**config.mk**
```make
export PLATFORM = sky130hd
export DESIGN_NAME = inst_prefetch_buffer
export DESIGN_NICKNAME = d
export VERILOG_FILES = /design/src/rtl/inst_prefetch_buffer.sv
export SDC_FILE = /design/constraint.sdc
export NUM_CORES = 1
export LEC_CHECK = 0
export BUFFER_PORTS_ARGS = -buffer_cell sky130_fd_sc_hd__buf_2
export CORE_MARGIN = 5
export CORE_UTILIZATION = 45
export CTS_CLUSTER_SIZE = 20
export DETAILED_ROUTE_END_ITERATION = 8
export HOLD_SLACK_MARGIN = 0.05
export PLACE_DENSITY_LB_ADDON = 0.3
export SLEW_MARGIN = 20
export SYNTH_ARGS = -nofsm -noshare
export SYNTH_HDL_FRONTEND = slang
export SYNTH_SLANG_ARGS = --single-unit
```
**constraint.sdc**
```tcl
create_clock -name Clk -period 17.25 [get_ports Clk]
set_clock_uncertainty 0.1 [all_clocks]
set_input_delay 1.725 -clock Clk [delete_from_list [all_inputs] [get_ports Clk]]
set_output_delay 1.725 -clock Clk [all_outputs]
set_load 0.05 [all_outputs]
```
**src/rtl/inst_prefetch_buffer.sv**
```systemverilog
// Instruction prefetch buffer: a single-outstanding fetch engine feeding a first-word-fall-through
// {PC,Inst} queue. A redirect flushes the queue, retargets fetch and drops any in-flight data.

module inst_prefetch_buffer #(
  parameter int unsigned DEPTH    = 4,
  parameter logic [31:0] RESET_PC = 32'h0000_0000
) (
  input  logic        Clk,
  input  logic        Clrn,
  input  logic        Redirect,
  input  logic [31:0] Redirect_PC,
  output logic        Imem_Req,
  output logic [31:0] Imem_Addr,
  input  logic        Imem_Ack,
  input  logic [31:0] Imem_Data,
  output logic        Out_Valid,
  output logic [31:0] Out_PC,
  output logic [31:0] Out_Inst,
  input  logic        Out_Ready
);

  localparam int unsigned PTR_W = (DEPTH > 1) ? $clog2(DEPTH) : 1;
  localparam int unsigned CNT_W = $clog2(DEPTH + 1);
  localparam logic [CNT_W-1:0] DEPTH_CNT = CNT_W'(DEPTH);

  typedef enum logic [1:0] {
    S_IDLE = 2'd0,
    S_WAIT = 2'd1,
    S_DROP = 2'd2
  } state_t;

  state_t             state_q, state_d;
  logic               started_q, started_d;
  logic [31:0]        fpc_q, fpc_d;
  logic [31:0]        addr_q, addr_d;
  logic               req_q, req_d;
  logic [CNT_W-1:0]   count_q, count_d;
  logic [PTR_W-1:0]   wr_ptr_q, wr_ptr_d;
  logic [PTR_W-1:0]   rd_ptr_q, rd_ptr_d;
  logic [63:0]        entry_q [DEPTH];
  logic [63:0]        entry_d [DEPTH];

  logic               head_valid;
  logic               push;
  logic               pop;
  logic [CNT_W:0]     occ_after;
  logic               room_after;

  // State register
  always_ff @(posedge Clk or posedge Clrn) begin
    if (Clrn) begin
      state_q <= S_IDLE;
    end else begin
      state_q <= state_d;
    end
  end

  // Next-state logic; started_q holds off the first fetch by one cycle after reset release
  always_comb begin
    state_d = state_q;
    case (state_q)
      S_IDLE: begin
        if (started_q && !Redirect && (count_q < DEPTH_CNT)) begin
          state_d = S_WAIT;
        end
      end
      S_WAIT: begin
        if (Redirect) begin
          state_d = Imem_Ack ? S_IDLE : S_DROP;
        end else if (Imem_Ack && !room_after) begin
          state_d = S_IDLE;
        end
      end
      S_DROP: begin
        if (Imem_Ack) begin
          state_d = S_IDLE;
        end
      end
      default: state_d = S_IDLE;
    endcase
  end

  // Datapath next values: fetch PC, request address, queue bookkeeping
  always_comb begin
    started_d  = 1'b1;
    pop        = head_valid && Out_Ready && !Redirect;
    push       = (state_q == S_WAIT) && Imem_Ack && !Redirect;
    occ_after  = {1'b0, count_q} + (CNT_W+1)'(1) - (CNT_W+1)'(pop);
    room_after = occ_after < {1'b0, DEPTH_CNT};

    fpc_d = fpc_q;
    if (Redirect) begin
      fpc_d = {Redirect_PC[31:2], 2'b00};
    end else if (push) begin
      fpc_d = addr_q + 32'd4;
    end

    addr_d = addr_q;
    if ((state_q == S_IDLE) && (state_d == S_WAIT)) begin
      addr_d = fpc_q;
    end else if (push && (state_d == S_WAIT)) begin
      addr_d = addr_q + 32'd4;
    end

    req_d = (state_d != S_IDLE);

    if (Redirect) begin
      count_d  = '0;
      wr_ptr_d = '0;
      rd_ptr_d = '0;
    end else begin
      count_d  = count_q + CNT_W'(push) - CNT_W'(pop);
      wr_ptr_d = wr_ptr_q + PTR_W'(push);
      rd_ptr_d = rd_ptr_q + PTR_W'(pop);
    end

    for (int i = 0; i < DEPTH; i++) begin
      entry_d[i] = (push && (wr_ptr_q == PTR_W'(i))) ? {addr_q, Imem_Data} : entry_q[i];
    end
  end

  always_ff @(posedge Clk or posedge Clrn) begin
    if (Clrn) begin
      started_q <= 1'b0;
      fpc_q     <= RESET_PC;
      addr_q    <= '0;
      req_q     <= 1'b0;
      count_q   <= '0;
      wr_ptr_q  <= '0;
      rd_ptr_q  <= '0;
      for (int i = 0; i < DEPTH; i++) begin
        entry_q[i] <= '0;
      end
    end else begin
      started_q <= started_d;
      fpc_q     <= fpc_d;
      addr_q    <= addr_d;
      req_q     <= req_d;
      count_q   <= count_d;
      wr_ptr_q  <= wr_ptr_d;
      rd_ptr_q  <= rd_ptr_d;
      for (int i = 0; i < DEPTH; i++) begin
        entry_q[i] <= entry_d[i];
      end
    end
  end

  // Outputs; the head is gated so an empty queue presents zeros
  always_comb begin
    head_valid = (count_q != '0);
    Imem_Req   = req_q;
    Imem_Addr  = addr_q;
    Out_Valid  = head_valid;
    Out_PC     = head_valid ? entry_q[rd_ptr_q][63:32] : 32'd0;
    Out_Inst   = head_valid ? entry_q[rd_ptr_q][31:0]  : 32'd0;
  end

endmodule

```
==> results.sh, run 1 <==
export IMPL_cts_tree="done"
export IMPL_slowest_stage="nand4bb_1"
export IMPL_cts_buffers=37
export IMPL_die_height_um=197.0
export IMPL_viasPerCell=5.675
export IMPL_clk_latency_ns=0.51
export IMPL_globalRouteOverflowTotal=0
export IMPL_cp_cell_sequence="buf_2 -> nand4bb_1 -> inv_2 -> nand2_1 -> nor2_4 -> buf_4 -> mux2_2"
export IMPL_seqPwrFrac_pct=39.2
export IMPL_grt_pass1_vias=10620
export IMPL_rsz0062_at_grt="false"
export IMPL_finalSetupTns_ns=0
export IMPL_finalCritPeriodShare_pct=29.07
export IMPL_grt_pass1_wl_mm=60.80
export IMPL_yosys_warnings=0
export IMPL_totalWireLength_mm=37.94
export IMPL_maxCapViolCount=0
export IMPL_synthAdderAreaFrac_pct=0.5249
export IMPL_cts_sinks=331
export IMPL_place_ws_ns=11.71
export IMPL_crit_fanout=39
export IMPL_ios=167
export IMPL_detail_route_antenna_nets=0
export IMPL_ys_seq_area_share_pct=52.64
export IMPL_layout_drive_gt1_share_pct=41.87
export IMPL_n_fill_cell=2961
export IMPL_holdBufCountCts=0
export IMPL_final_max_slew_viol_count=0
export IMPL_ys_flop_type="dfrtp_1"
export IMPL_path_clk_slew_ns=0.06
export IMPL_grtUsageTotal_pct=19.50
export IMPL_dp_cells=1735
export IMPL_ys_seq_elements=331
export IMPL_gp_congestion=0.7708
export IMPL_p_comb_share_pct=32.4
export IMPL_relSlewSlack_pct=27.77
export IMPL_timing_critical_path_buf_inv=3
export IMPL_synthesis_area_mm2=0.01573
export IMPL_p_leak_nw=8.519
export IMPL_clock_power_share_pct=28.4
export IMPL_core_area_mm2=0.03454
export IMPL_synthDistinctLibCells=65
export IMPL_critPathKind="in2reg"
export IMPL_drc_errors=0
export IMPL_rows=68
export IMPL_synth_cells=1201
export IMPL_cts_buffer_depth=3
export IMPL_synth_edff_count=0
export IMPL_synth_area_mux_share_pct=27.32
export IMPL_first_iter_violations=596
export IMPL_synth_xor_area_share_pct=1.336
export IMPL_synth_simple_gate_area_share_pct=9.519
export IMPL_r2r_setup_slack_ns=13.13
export IMPL_swShare_pct=37.62
export IMPL_async_reset_ff_share_pct=100.0
export IMPL_intPower_mw=1.724
export IMPL_tightestPinTransition_ns=1.083
export IMPL_dieWidth_um=197.0
export IMPL_area_delta_synth_final_pct=14.88
export IMPL_die_area_mm2=0.03880
export IMPL_powerDensity_mw_per_mm2=152.9
export IMPL_cts_root_buf="clkbuf_16"
export IMPL_nets=1395
export IMPL_net_switching_power_mw=1.040
export IMPL_cp_arrival_ns=5.31
export IMPL_synth_compound_area_share_pct=5.511
export IMPL_cp_top_family="simple AND/OR/NAND/NOR gates"
export IMPL_fmax_ghz=0.1994
export IMPL_cp_required_ns=17.54
export IMPL_hpwl_mm=22.36
export IMPL_grt_antenna_before_repair=2
export IMPL_wl_per_cell_um=21.06
export IMPL_insertedDiodeCount=0
export IMPL_setup_viol=0
export IMPL_cp_end_kind="flip-flop"
export IMPL_ir_drop_uv=102.9
export IMPL_drtPass1Iterations=5
export IMPL_start_kind="input port"
export IMPL_critPathMaxStageDelay_ns=0.89
export IMPL_final_cells=1802
export IMPL_port_buffers=164
export IMPL_htreeDepth=2
export IMPL_avgSynthCellArea_um2=13.10
export IMPL_hold_viol=0
export IMPL_post_route_util_pct=52.33
export IMPL_initial_core_util_pct=45.55
export IMPL_via_count=10230
export IMPL_setup_slack_ns=12.23
export IMPL_post_cts_setup_buffers=0
export IMPL_synth_top_family_by_area="multiplexers"
export IMPL_status="completed"
export IMPL_period_needed_ns=5.015
export IMPL_grt_max_degree=136
export IMPL_hp_class="reg2reg"
export IMPL_cts_resized=0
export IMPL_syn_nets=1276
-- cells in the final DEF (no fill, tap or decap), types with 6 or more instances in the layout --
cell and count:
dfrtp_1 329, mux2_2 242, buf_2 164, nand2_1 82, and2_1 67, mux4_2 64
o21ai_0 44, clkbuf_16 39, nor2_1 30, a21oi_1 28, nand3_1 15, nand4_1 14
nor3b_1 14, xor2_1 13, buf_4 13, o311ai_1 12, inv_1 11, xnor2_1 11
mux2i_1 11, clkbuf_1 11, a31oi_1 10, and3_1 7, clkbuf_8 7, nor3_1 6
-- flip-flops by register name, indices dropped and copies added (netlist names) --
name,flops
count_q,3
state_q,2
Imem_Addr,32
fpc_q,32
started_q,1
rd_ptr_q,2
entry_q,256
Imem_Req,1
wr_ptr_q,2
-- layer usage --
| metal | track usage, % | vias up | part of all wire [%] |
|---|---|---|---|
| met5 | 0 | - | 0.034 |
| met4 | 4.135 | 2 | 1.8 |
| met3 | 3.658 | 51 | 5.9 |
| met2 | 31.41 | 263 | 47 |
| met1 | 27.96 | 5307 | 45 |
| li1 | - | 4603 | - |
-- final cells by class --
type                       instances  area [µm²]  area share [%]
tap                              455       569.3           3.150
inverter                          13       56.30          0.3115
timing repair buffer             178       945.9           5.233
clock inverter                     9       101.3          0.5607
multi-input combinational        759        6998           38.72
sequential                       331        8290           45.87
clock buffer                      57        1114           6.161
-- cells by family after synthesis --
logic type,Yosys count
and+or+nand+nor,275
AOI/OAI and AO/OA,134
muxes,319
other,1
DFF,331
xor gates and xnor gates,24
buffers and inverters,111
adders and majority gates,6
-- through the flow --
step / power [mW] / area (µm²) / hold slack, ns
after floorplan: 1.768 / 15730 / 0.3386
after global placement: 1.981 / 16830 / 0.3567
after detailed placement: 2.000 / 16830 / 0.3567
after CTS: 2.799 / 18050 / 0.3702
after global routing: 2.907 / 18070 / 0.3896
final: 2.764 / 18070 / 0.3691
-- power by group through the flow --
stage	combinational [mW]	sequential, mW	clock (mW)
5_1_grt	0.959	1.11	0.838
4_1_cts	0.905	1.09	0.807
3_5_place_dp	0.902	1.10	0
3_3_place_gp	0.891	1.09	0
2_1_floorplan	0.645	1.12	0
6_report	0.895	1.08	0.786
-- worst paths after layout --
check / endpoint / cells past startpoint / from
worst max-delay path: entry_q[124] / 7 / Redirect
worst min-delay path: Imem_Addr[1] / 2 / fpc_q[1]
worst max register to register: entry_q[124] / 6 / state_q[1]
worst min register to register: Imem_Addr[1] / 2 / fpc_q[1]
max in group asynchronous: rd_ptr_q[0] / 3 / Clrn
min in group asynchronous: entry_q[139] / 2 / Clrn
-- synth_stat cells (5+ instances only) --
| cell | number | area [µm²] |
|---|---|---|
| and3_1 | 7 | 43.79 |
| o211ai_1 | 5 | 37.54 |
| clkbuf_1 | 39 | 146.4 |
| mux4_2 | 64 | 1441 |
| mux2i_1 | 11 | 110.1 |
| mux2_2 | 242 | 2725 |
| xnor2_1 | 11 | 96.34 |
| ha_1 | 5 | 62.56 |
| nor2b_1 | 5 | 31.28 |
| a31oi_1 | 10 | 62.56 |
| o22ai_1 | 5 | 31.28 |
| nor2_1 | 32 | 120.1 |
| xor2_1 | 13 | 113.9 |
| o311ai_1 | 12 | 105.1 |
| buf_2 | 51 | 255.2 |
| a221o_1 | 5 | 50.05 |
| and2_1 | 67 | 419.2 |
| nand2_1 | 83 | 311.6 |
| inv_1 | 12 | 45.04 |
| nor3b_1 | 14 | 105.1 |
| nand3_1 | 16 | 80.08 |
| buf_1 | 5 | 18.77 |
| o21ai_0 | 44 | 220.2 |
| nor3_1 | 6 | 30.03 |
| nand4_1 | 14 | 87.58 |
| a21oi_1 | 28 | 140.1 |
| dfrtp_1 | 331 | 8283 |
-- worst min-delay path, cell delays in order (launching register included) --
cell and delay [ns]:
dfrtp_1 0.34, nand2_1 0.05, nand2_1 0.05
(Power assumes the default switching activity.)
==> run 2: changes to the inputs <==
- clock period: 17.25 -> 4.13 ns (I/O delays scaled with it)
==> run 2 against run 1 <==
Sequential share of layout area is 1.4 points lower. Largest cell class unchanged. Hold slack worse by 0.31 ns. Critical endpoint is now Out_PC[12]. Design area is 3.1% higher. Die area stayed put. Non-clock buffer count is 50 higher. Clock power grew to 4.2 times the previous value.
==> results.sh, run 2 (same netlist as run 1, synthesis figures left out) <==
export IMPL_rows=68
export IMPL_grt_pass1_vias=10940
export IMPL_crit_fanout=20
export IMPL_tightestPinTransition_ns=0.9786
export IMPL_drc_errors=0
export IMPL_hold_viol=0
export IMPL_period_needed_ns=3.129
export IMPL_cts_sinks=331
export IMPL_dieWidth_um=197.0
export IMPL_cts_tree="done"
export IMPL_wl_per_cell_um=20.60
export IMPL_port_buffers=164
export IMPL_start_kind="flip-flop"
export IMPL_die_height_um=197.0
export IMPL_cts_buffers=39
export IMPL_cts_buffer_depth=3
export IMPL_clk_latency_ns=0.52
export IMPL_maxCapViolCount=0
export IMPL_gp_congestion=0.7637
export IMPL_cp_end_kind="primary output"
export IMPL_final_cells=1854
export IMPL_powerDensity_mw_per_mm2=626.5
export IMPL_largest_reg_flops=256
export IMPL_setup_slack_ns=1.001
export IMPL_via_count=10400
export IMPL_core_area_mm2=0.03454
export IMPL_grtUsageTotal_pct=19.87
export IMPL_cts_root_buf="clkbuf_16"
export IMPL_drtPass1Iterations=4
export IMPL_setup_viol=0
export IMPL_viasPerCell=5.611
export IMPL_post_route_util_pct=53.94
export IMPL_slowest_stage="dfrtp_4"
export IMPL_initial_core_util_pct=45.55
export IMPL_cp_required_ns=3.62
export IMPL_ir_drop_uv=448.6
export IMPL_final_common_cell="dfrtp_1"
export IMPL_relSlewSlack_pct=34.76
export IMPL_regMostFlops="entry_q"
export IMPL_totalWireLength_mm=38.19
export IMPL_first_iter_violations=571
export IMPL_htreeDepth=2
export IMPL_status="completed"
export IMPL_critPathKind="reg2out"
export IMPL_hold_slack_ns=0.05695
export IMPL_grt_antenna_before_repair=2
export IMPL_grt_max_degree=121
export IMPL_dp_cells=1746
export IMPL_nets=1447
export IMPL_p_leak_nw=8.765
export IMPL_layout_drive_gt1_share_pct=41.03
export IMPL_post_cts_setup_buffers=0
export IMPL_path_clk_slew_ns=0.06
export IMPL_cp_cell_sequence="buf_4 -> mux4_2 -> and2_1 -> buf_2"
export IMPL_final_area_mm2=0.01863
export IMPL_cp_arrival_ns=2.62
export IMPL_final_max_slew_viol_count=0
export IMPL_final_cell_mix="dfrtp_1, mux2_2, buf_2"
export IMPL_place_ws_ns=1.220
export IMPL_die_area_mm2=0.03880
export IMPL_finalSetupTns_ns=0
export IMPL_area_delta_synth_final_pct=18.43
export IMPL_insertedDiodeCount=0
export IMPL_hp_class="in2reg"
export IMPL_critPathMaxStageDelay_ns=0.76
export IMPL_rsz0062_at_grt="false"
export IMPL_finalCritPeriodShare_pct=75.77
export IMPL_fmax_ghz=0.3196
export IMPL_detail_route_antenna_nets=0
export IMPL_globalRouteOverflowTotal=0
export IMPL_grt_pass1_wl_mm=61.94
export IMPL_ios=167
export IMPL_place_area_mm2=0.01698
export IMPL_finalPower_mw=11.67
export IMPL_hpwl_mm=23.34
-- run 2: repair_timing --
action | in CTS | in global routing
hold buffers | 40 | 0
hold endpoints to repair | 71 | 0
gates resized for setup | 0 | 0
-- run 2: layout make-up --
type | count | area, µm²
Clock buffer | 62 | 1195
Clock inverter | 6 | 57.56
Fill cell | 2967 | 15910
Inverter | 13 | 52.55
Multi-Input combinational cell | 759 | 6992
Sequential cell | 331 | 8290
Tap cell | 455 | 569.3
Timing Repair Buffer | 228 | 1476
-- run 2: report_power, final --
part           internal [mW]  switching (mW)  total, mW
registers               3.84           0.706       4.55
clock network           2.04            1.31       3.34
logic                   1.42            2.36       3.78
-- run 2: routing by layer --
metal	vias to the layer above	global-route usage, %	routed length, µm
met5	-	0	15
met4	4	4.520	684
met3	56	3.590	1928
met2	225	32.72	18570
met1	5411	27.80	16990
li1	4707	-	-
-- run 2: path summary, 6_finish.rpt --
check                                startpoint             to  slack, ns  cells past startpoint
worst max-delay path                rd_ptr_q[0]     Out_PC[12]       1.00                      4
worst min-delay path            Redirect_PC[22]      fpc_q[22]       0.06                      3
worst max register to register       state_q[1]   Imem_Addr[9]       1.29                      5
worst min register to register        fpc_q[19]  Imem_Addr[19]       0.37                      2
max in group asynchronous                  Clrn   entry_q[243]       2.42                      4
min in group asynchronous                  Clrn   entry_q[166]       0.37                      3
-- run 2: worst max-delay path: cells and delay by family (launching register included) --
| family | cells | cell delay (ns) |
|---|---|---|
| and+or+nand+nor | 1 | 0.20 |
| buffers and inverters | 2 | 0.60 |
| DFF | 1 | 0.76 |
| muxes | 1 | 0.53 |
==> run 3: changes to the inputs <==
- clock period: 4.13 -> 3.1 ns (I/O delays scaled with it)
==> run 3 against run 2 <==
Clock-buffer cell count is 6 lower. Critical path depth stayed put. Utilization up 1.1 points. First-iteration DRC count down 18%. Power grew 35%. Hold slack improved by 0.070 ns. Non-clock buffer count rose by 35. Design area increased by 2.1%. Critical path type unchanged. Clock power is 36% higher. Combinational power is 37% higher. Highest routed layer unchanged. Worst setup slack worse by 0.81 ns.
==> results.sh, run 3 (same netlist as run 1, synthesis figures left out) <==
export IMPL_status="completed"
export IMPL_critPathKind="reg2out"
export IMPL_cts_tree="done"
export IMPL_cts_buffers=38
export IMPL_die_area_mm2=0.03880
export IMPL_cts_resized=0
export IMPL_drtPass1Iterations=5
export IMPL_cts_buffer_depth=3
export IMPL_holdCritStartpoint="Redirect"
export IMPL_globalRouteOverflowTotal=0
export IMPL_hold_viol=0
export IMPL_grt_pass1_vias=11050
export IMPL_fmax_ghz=0.3438
export IMPL_regMostFlops="entry_q"
export IMPL_core_area_mm2=0.03454
export IMPL_critPathMaxStageDelay_ns=0.73
export IMPL_r2r_end="count_q[2]"
export IMPL_htreeDepth=2
export IMPL_rsz0062_at_grt="false"
export IMPL_timing_critical_path_buf_inv=2
export IMPL_final_common_cell="dfrtp_1"
export IMPL_grt_pass1_wl_mm=62.77
export IMPL_detail_route_antenna_nets=0
export IMPL_die_height_um=197.0
export IMPL_grt_max_degree=114
export IMPL_viasPerCell=5.550
export IMPL_grtUsageTotal_pct=20.07
export IMPL_tightestPinTransition_ns=0.8041
export IMPL_hpwl_mm=23.38
export IMPL_post_route_util_pct=55.07
export IMPL_cp_required_ns=2.69
export IMPL_cts_root_buf="clkbuf_16"
export IMPL_holdBufCountCts=64
export IMPL_via_count=10470
export IMPL_maxCapViolCount=0
export IMPL_reg2regPathDepth=9
export IMPL_finalCritPeriodShare_pct=93.82
export IMPL_totalWireLength_mm=38.14
export IMPL_final_area_mm2=0.01902
export IMPL_cp_end_kind="primary output"
export IMPL_r2r_setup_slack_ns=0.49
export IMPL_finalPower_mw=15.70
export IMPL_rr_startpoint="count_q[2]"
export IMPL_wl_per_cell_um=20.21
export IMPL_cp_arrival_ns=2.50
export IMPL_place_area_mm2=0.01710
export IMPL_nets=1481
export IMPL_final_cell_mix="dfrtp_1, mux2_2, buf_2"
export IMPL_relSlewSlack_pct=46.20
export IMPL_area_delta_synth_final_pct=20.91
export IMPL_finalSetupTns_ns=0
export IMPL_holdPathEnd="count_q[0]"
export IMPL_cts_sinks=331
export IMPL_initial_core_util_pct=45.55
export IMPL_largest_reg_flops=256
export IMPL_p_leak_nw=8.960
export IMPL_cp_top_family="flip-flops"
export IMPL_layout_drive_gt1_share_pct=41.16
export IMPL_dieWidth_um=197.0
export IMPL_grt_antenna_before_repair=2
export IMPL_port_buffers=164
export IMPL_powerDensity_mw_per_mm2=825.4
export IMPL_post_cts_setup_buffers=0
export IMPL_hp_class="in2reg"
export IMPL_ir_drop_uv=588.3
export IMPL_gp_congestion=0.7696
export IMPL_drc_errors=0
export IMPL_period_needed_ns=2.908
export IMPL_setup_viol=0
export IMPL_path_clk_slew_ns=0.06
export IMPL_hold_slack_ns=0.1274
export IMPL_start_kind="flip-flop"
export IMPL_ios=167
export IMPL_slowest_stage="dfrtp_4"
export IMPL_first_iter_violations=470
export IMPL_rows=68
export IMPL_crit_fanout=21
export IMPL_final_max_slew_viol_count=0
export IMPL_hold_depth=2
export IMPL_cp_cell_sequence="buf_12 -> mux4_2 -> and2_1 -> buf_2"
export IMPL_clk_latency_ns=0.52
## run 3: cell count changes in the layout (fill, tap and decap cells not counted), sizes merged
cell,previous run,this run
buf,188,199
bufinv,1,2
clkbuf,62,56
clkinv,4,6
clkinvlp,2,1
diode,0,1
dlygate4sd3,40,64
inv,12,13
## run 3: worst max-delay path by stage
stage,start,to,slack (ns),cells after the start
global route,rd_ptr_q[0],Out_PC[20],0.03,4
detailed placement,count_q[2],count_q[2],0.51,9
CTS,rd_ptr_q[0],Out_PC[20],0.10,4
global placement,count_q[2],count_q[2],0.51,9
floorplan,Clrn,Imem_Addr[0],-1.73,1
finish,rd_ptr_q[0],Out_PC[20],0.19,4
## run 3: layer usage
metal  wire, µm  global-route usage, %  up-vias
met4        699                  4.391        2
met2      18530                  32.98      220
met1      17140                  28.35     5406
met5          7                      0        -
li1           -                      -     4783
met3       1760                  3.436       62
## run 3: where the power goes
part / leakage [nW] / switching [mW] / internal, mW / total, mW
registers: 4.41 / 0.875 / 5.12 / 6.00
logic: 3.91 / 3.20 / 1.96 / 5.16
clock network: 0.639 / 1.75 / 2.80 / 4.55
## run 3: area by class of cell
class / instances / area [µm²]
flip-flops and latches: 331 / 8290
clock buffers: 56 / 1182
repair buffers: 263 / 1837
diodes: 1 / 2.502
well taps: 455 / 569.3
clock inverters: 9 / 98.84
multi-input cells: 759 / 6992
fillers: 2893 / 15520
inverters: 13 / 52.55
## run 3: per-stage QoR
step	setup slack, ns	std cells
after global routing	0.02957	1887
after detailed placement	0.5105	1757
after CTS	0.1031	1886
after global placement	0.5150	1757
final	0.1916	1887
after floorplan	-1.731	1201
